## src/rtl/alu_ext.sv

```systemverilog
// Accumulator-style ALU with carry/zero/negative/overflow flags and a
// multi-cycle unsigned shift-add multiplier (one multiplier bit per cycle).
module alu_ext #(
  parameter int WIDTH = 8
) (
  input  logic             clk,
  input  logic             rst,
  input  logic             start,
  input  logic [3:0]       op,
  input  logic             ce_flags,
  input  logic [WIDTH-1:0] in_a,
  input  logic [WIDTH-1:0] in_r,
  output logic [WIDTH-1:0] result,
  output logic [WIDTH-1:0] result_hi,
  output logic             busy,
  output logic             done,
  output logic             cy,
  output logic             z,
  output logic             n,
  output logic             v
);

  localparam logic [3:0] OP_ADC = 4'd0;
  localparam logic [3:0] OP_SBB = 4'd1;
  localparam logic [3:0] OP_AND = 4'd2;
  localparam logic [3:0] OP_OR  = 4'd3;
  localparam logic [3:0] OP_XOR = 4'd4;
  localparam logic [3:0] OP_NOT = 4'd5;
  localparam logic [3:0] OP_RLC = 4'd7;
  localparam logic [3:0] OP_RRC = 4'd8;
  localparam logic [3:0] OP_CMP = 4'd9;
  localparam logic [3:0] OP_MUL = 4'd10;
  localparam int CW = $clog2(WIDTH);

  typedef enum logic {IDLE, RUN} state_t;
  state_t state, state_next;

  logic [2*WIDTH-1:0] prod, prod_next;
  logic [WIDTH-1:0]   mcand;
  logic [CW-1:0]      cnt;
  logic               ce_lat;
  logic               last_iter;
  logic [WIDTH:0]     sum, diff, mul_add;
  logic [WIDTH-1:0]   alu_val;
  logic               alu_cy, alu_v, wr_res;

  // Single-cycle datapath; CMP shares the SBB subtractor with carry-in forced to 0.
  always_comb begin
    sum     = {1'b0, in_a} + {1'b0, in_r} + {{WIDTH{1'b0}}, cy};
    diff    = {1'b0, in_a} - {1'b0, in_r} - {{WIDTH{1'b0}}, (op == OP_SBB) & cy};
    alu_val = in_r;
    alu_cy  = 1'b0;
    alu_v   = 1'b0;
    wr_res  = 1'b1;
    case (op)
      OP_ADC: begin
        alu_val = sum[WIDTH-1:0];
        alu_cy  = sum[WIDTH];
        alu_v   = (in_a[WIDTH-1] == in_r[WIDTH-1]) && (sum[WIDTH-1] != in_a[WIDTH-1]);
      end
      OP_SBB, OP_CMP: begin
        alu_val = diff[WIDTH-1:0];
        alu_cy  = diff[WIDTH];
        alu_v   = (in_a[WIDTH-1] != in_r[WIDTH-1]) && (diff[WIDTH-1] != in_a[WIDTH-1]);
        wr_res  = (op == OP_SBB);
      end
      OP_AND: alu_val = in_a & in_r;
      OP_OR:  alu_val = in_a | in_r;
      OP_XOR: alu_val = in_a ^ in_r;
      OP_NOT: alu_val = ~in_a;
      OP_RLC: begin
        alu_val = {in_a[WIDTH-2:0], cy};
        alu_cy  = in_a[WIDTH-1];
      end
      OP_RRC: begin
        alu_val = {cy, in_a[WIDTH-1:1]};
        alu_cy  = in_a[0];
      end
      default: alu_val = in_r;
    endcase
  end

  // Shift-add step: conditionally add multiplicand to the high half, shift right.
  always_comb begin
    mul_add   = {1'b0, prod[2*WIDTH-1:WIDTH]} + (prod[0] ? {1'b0, mcand} : {(WIDTH+1){1'b0}});
    prod_next = {mul_add, prod[WIDTH-1:1]};
    last_iter = (cnt == CW'(WIDTH-1));
  end

  always_comb begin
    state_next = state;
    case (state)
      IDLE:    if (start && op == OP_MUL) state_next = RUN;
      RUN:     if (last_iter) state_next = IDLE;
      default: state_next = IDLE;
    endcase
  end

  always_ff @(posedge clk or posedge rst) begin
    if (rst) state <= IDLE;
    else     state <= state_next;
  end

  assign busy = (state == RUN);

  always_ff @(posedge clk or posedge rst) begin
    if (rst) begin
      result    <= '0;
      result_hi <= '0;
      done      <= 1'b0;
      cy        <= 1'b0;
      z         <= 1'b0;
      n         <= 1'b0;
      v         <= 1'b0;
      prod      <= '0;
      mcand     <= '0;
      cnt       <= '0;
      ce_lat    <= 1'b0;
    end else begin
      done <= 1'b0;
      if (state == IDLE && start) begin
        if (op == OP_MUL) begin
          prod   <= {{WIDTH{1'b0}}, in_r};
          mcand  <= in_a;
          cnt    <= '0;
          ce_lat <= ce_flags;
        end else begin
          done <= 1'b1;
          if (wr_res) begin
            result    <= alu_val;
            result_hi <= '0;
          end
          if (ce_flags) begin
            cy <= alu_cy;
            v  <= alu_v;
            z  <= (alu_val == '0);
            n  <= alu_val[WIDTH-1];
          end
        end
      end else if (state == RUN) begin
        prod <= prod_next;
        cnt  <= cnt + CW'(1);
        // Outputs only change once the full product is ready.
        if (last_iter) begin
          done      <= 1'b1;
          result    <= prod_next[WIDTH-1:0];
          result_hi <= prod_next[2*WIDTH-1:WIDTH];
          if (ce_lat) begin
            cy <= (prod_next[2*WIDTH-1:WIDTH] != '0);
            v  <= 1'b0;
            z  <= (prod_next == '0);
            n  <= prod_next[2*WIDTH-1];
          end
        end
      end
    end
  end

endmodule
```

## config.mk

```make
export PLATFORM = sky130hd
export DESIGN_NAME = alu_ext
export DESIGN_NICKNAME = d
export VERILOG_FILES = /design/src/rtl/alu_ext.sv
export SDC_FILE = /design/constraint.sdc
export NUM_CORES = 1
export LEC_CHECK = 0
export CORE_ASPECT_RATIO = 1.75
export CORE_MARGIN = 2
export CORE_UTILIZATION = 58
export CTS_CLUSTER_DIAMETER = 120
export DETAILED_ROUTE_END_ITERATION = 10
export GPL_TIMING_DRIVEN = 0
export PLACE_DENSITY = 0.82
export SYNTH_ARGS = -nofsm -noshare
export SYNTH_HDL_FRONTEND = slang
export SYNTH_SLANG_ARGS = --single-unit
```

## constraint.sdc

```tcl
create_clock -name clk -period 3.1 [get_ports clk]
set_input_delay 0.775 -clock clk [delete_from_list [all_inputs] [get_ports clk]]
set_output_delay 0.775 -clock clk [all_outputs]
set_load 0.03 [all_outputs]
```

==> impl_metrics.py, run 1 <==
metrics = {
    "run_status": {
        "outcome": "finished with violations",
        "violations": "setup timing",
    },
    "drt": {
        "dr.pass1.iters": 7,
        "postRouteAntennaNets": 0,
        "drt-initial-drc-count": 387,
        "wl_per_cell_um": 21.0,
        "routed_via_density": 6.45,
        "totalWireLength_um": 13900,
        "drc": 0,
        "vias": 4269,
    },
    "global_routing": {
        "grt_pass1_wl_um": 22200,
        "grt_pass1_vias": 4376,
        "grt_max_degree": 41,
        "grt_overflow": 0,
        "top_usage_layer": "met2",
        "grt.met2_usage": 0.621,
        "grtUsageMet3": 0.0547,
        "grt_use_met1": 0.387,
        "antenna_found_initial": 0,
        "groute.usage.overall": 0.365,
    },
    "floorplanning": {
        "io_pins": 46,
        "die_w_um": 68.8,
        "rows": 41,
        "die_area_mm2": 0.00807,
        "coreArea_mm2": 0.00718,
        "fp.dieH_um": 117,
        "initial_core_util": 0.593,
    },
    "flow_run": {
        "maxCapViolCount": 0,
    },
    "timing": {
        "final.setup.worst_slack_ps": -108,
        "hold_viol": 0,
        "finalCritPeriodShare": 1.03,
        "finalSetupViolCount": 2,
        "max_freq_mhz": 312,
        "worstMarginPinSlew_ps": 986,
        "fin_worst_skew_ps": 6.97,
        "relSlewSlack": 0.337,
        "finalMaxSlewViolations": 0,
        "period_minus_slack_ps": 3210,
        "rsz0062_at_grt": "true",
    },
    "clocking": {
        "cts_tree": "done",
        "clk_pin_slew_ps": 70,
        "clock_sink_count": 50,
        "cts.path.max_buffers": 2,
        "clk_latency_ps": 300,
        "cts_buffers": 5,
        "hold_buffers": 0,
        "cts_root_buffer": "clkbuf_16",
        "htreeDepth": 2,
    },
    "critical_path": {
        "worstSetupEndpointType": "flip-flop",
        "critPathTopFamily": "simple AND/OR/NAND/NOR gates",
        "cpPeakStageDelay_ps": 590,
        "worstPathCellList": "buf_12, nand2b_4, nor2_4, nand3_4, fa_2, ha_4, xnor2_2, nor2_1, o21ai_1, a21oi_2, or3_1, nor4_2, a31o_1",
        "cp_slowest_cell": "fa_2",
        "path_class": "in -> reg",
        "cp.arrival_ps": 3440,
        "cp.required_ps": 3340,
        "critPathLaunchType": "input pin",
        "worst-path-max-fanout": 2,
        "crit_buf_inv": 1,
    },
    "logic_synthesis": {
        "synth_cell_types": 73,
        "synth_top_area_share": 0.294,
        "yosys.area.top_type": "dfrtp_1",
        "syn_nets": 583,
        "synth-main-ff-cell": "dfrtp_1",
        "yosys-top-cells-area": "dfrtp_1 29%, ha_1 12%, o21ai_0 5.5%, nand2_1 5.4%, a21oi_1 3.6%",
        "synth_area_mm2": 0.00426,
        "synth_cells": 514,
        "synth-edff-count": 0,
        "syn_area_per_cell_um2": 8.28,
        "synth.most_common_cell": "nand2_1",
        "yosys_warnings": 0,
        "synth-seq-cells": 50,
        "ys_seq_area_frac": 0.294,
        "synth_common_cells": "61 x nand2_1, 50 x dfrtp_1, 47 x o21ai_0",
        "async_flop_share": 1.00,
    },
    "pwr": {
        "power.share.clock": 0.185,
        "power_frac_seq": 0.302,
        "internal-power_mw": 1.98,
        "power.leakage_nw": 2.40,
        "ir_drop_uv": 289,
        "p_switching_mw": 1.48,
        "pwr-share-comb": 0.512,
        "switching_share": 0.429,
        "powerDensity_mw_per_mm2": 644,
    },
    "cells_and_area": {
        "drive_above_1_share": 0.186,
        "area_delta_synth_final_pct": 26.2,
        "n_antenna_cell": 0,
        "fin_util": 0.748,
        "fin_nets": 644,
        "fin_area_mm2": 0.00537,
    },
    "placed_design": {
        "io_buffers": 45,
        "hpwl_um": 10500,
        "placed_area_mm2": 0.00490,
        "globalplace.congestion": 0.989,
    },
    "worst_hold_path": {
        "hold_path_class": "reg -> reg",
    },
}
[cells in the final DEF (no fill, tap or decap), drive strengths merged, types with 4 or more instances in the layout]
master	n
a211oi	10
a21o	8
a21oi	32
a22o	9
a31oi	6
and2	11
buf	29
clkbuf	15
clkdlybuf4s50	27
dfrtp	50
dlygate4sd2	7
fa	5
ha	40
inv	35
mux2i	7
nand2	62
nand2b	8
nand3	10
nor2	38
nor2b	10
nor3	10
nor4	9
o21ai	59
o22ai	4
or3	6
xnor2	7
xor2	7
[kinds of logic (layout without fill, tap and decap cells)]
family,Yosys count,count (layout),synth area share
adder cells (fa/ha/maj),45,45,0.141
XOR/XNOR,14,14,0.0288
multiplexers,8,8,0.0191
buffers and inverters,57,119,0.0564
AND/OR/NAND/NOR,178,178,0.212
AO/OA/AOI/OAI,162,162,0.249
flip-flops,50,50,0.294
[through the flow]
stage	cells	power, mW	worst slack, ps	setup TNS, ps	hold slack (ps)
after global routing	662	3.68	-135	-357	498
after global placement	645	2.61	-1160	-12090	456
after CTS	661	3.37	-82.5	-186	478
final	662	3.46	-108	-134	475
after detailed placement	646	2.67	-1240	-12430	463
after floorplan	514	2.10	-182	-598	442
[registers in the layout, indices dropped and copies added, names as in the netlist]
signal     flops
n              1
mcand          8
ce_lat         1
cnt            3
cy             1
result_hi      8
result         8
v              1
prod          16
z              1
busy           1
done           1
[worst reg2reg max path, stage by stage, from the launching register on]
cell	delay, ps
dfrtp_2	450
and2_1	160
ha_1	230
fa_2	390
a21o_1	200
a211oi_2	250
nor2_2	120
nor4_2	300
or4b_4	510
o31ai_2	240
a31o_1	140
[metal layers]
layer	wire, um	part of all wire	up-vias
met2	7290	0.53	199
met4	1120	0.080	0
met1	4850	0.35	2035
met5	0	0	-
met3	614	0.044	87
li1	-	-	1948
[repair_timing]
| item | CTS | global route |
|---|---|---|
| pin swaps | 13 | 18 |
| cloned | 0 | 0 |
| resized for setup | 75 | 29 |
| setup buffers | 9 | 2 |
| endpoints found under the setup margin | 12 | 8 |
[power by group through the flow]
| stage | logic, mW | clock network (mW) | registers [mW] |
|---|---|---|---|
| floorplan | 0.927 | 0 | 1.17 |
| global placement | 1.57 | 0 | 1.03 |
| detailed placement | 1.62 | 0 | 1.05 |
| CTS | 1.68 | 0.646 | 1.04 |
| global route | 1.94 | 0.671 | 1.07 |
| finish | 1.77 | 0.642 | 1.05 |
[path summary, 6_finish.rpt]
path,from,to,slack (ps),cells past startpoint
max,op[2],z$_DFFE_PP0P_,-110,13
min,mcand[3]$_DFFE_PP0P_,mcand[3]$_DFFE_PP0P_,470,2
max reg2reg,prod[0]$_DFFE_PP0P_,z$_DFFE_PP0P_,50,10
min reg2reg,mcand[3]$_DFFE_PP0P_,mcand[3]$_DFFE_PP0P_,470,2
max in group asynchronous,rst,prod[0]$_DFFE_PP0P_,1880,3
min in group asynchronous,rst,result[0]$_DFFE_PP0P_,710,2
[layout make-up]
type | count | area [um2]
clock buffers | 5 | 125
fillers | 558 | 1810
well taps | 86 | 108
inverters | 34 | 135
clock inverters | 3 | 47.5
plain buffers | 20 | 114
multi-input cells | 407 | 3040
flip-flops and latches | 50 | 1250
repair buffers | 57 | 549
No activity file was read; power rests on OpenSTA's default activity.
==> inputs of run 2 (changes only) <==
--- a/config.mk
+++ b/config.mk
@@ -10,6 +10,7 @@
 export CORE_UTILIZATION = 58
 export CTS_CLUSTER_DIAMETER = 120
 export DETAILED_ROUTE_END_ITERATION = 10
+export GPL_ROUTABILITY_DRIVEN = 1
 export GPL_TIMING_DRIVEN = 0
 export PLACE_DENSITY = 0.82
 export SYNTH_ARGS = -nofsm -noshare
==> results of run 2 <==
Same layout as run 1: the final DEF is identical, and so are final timing and power.
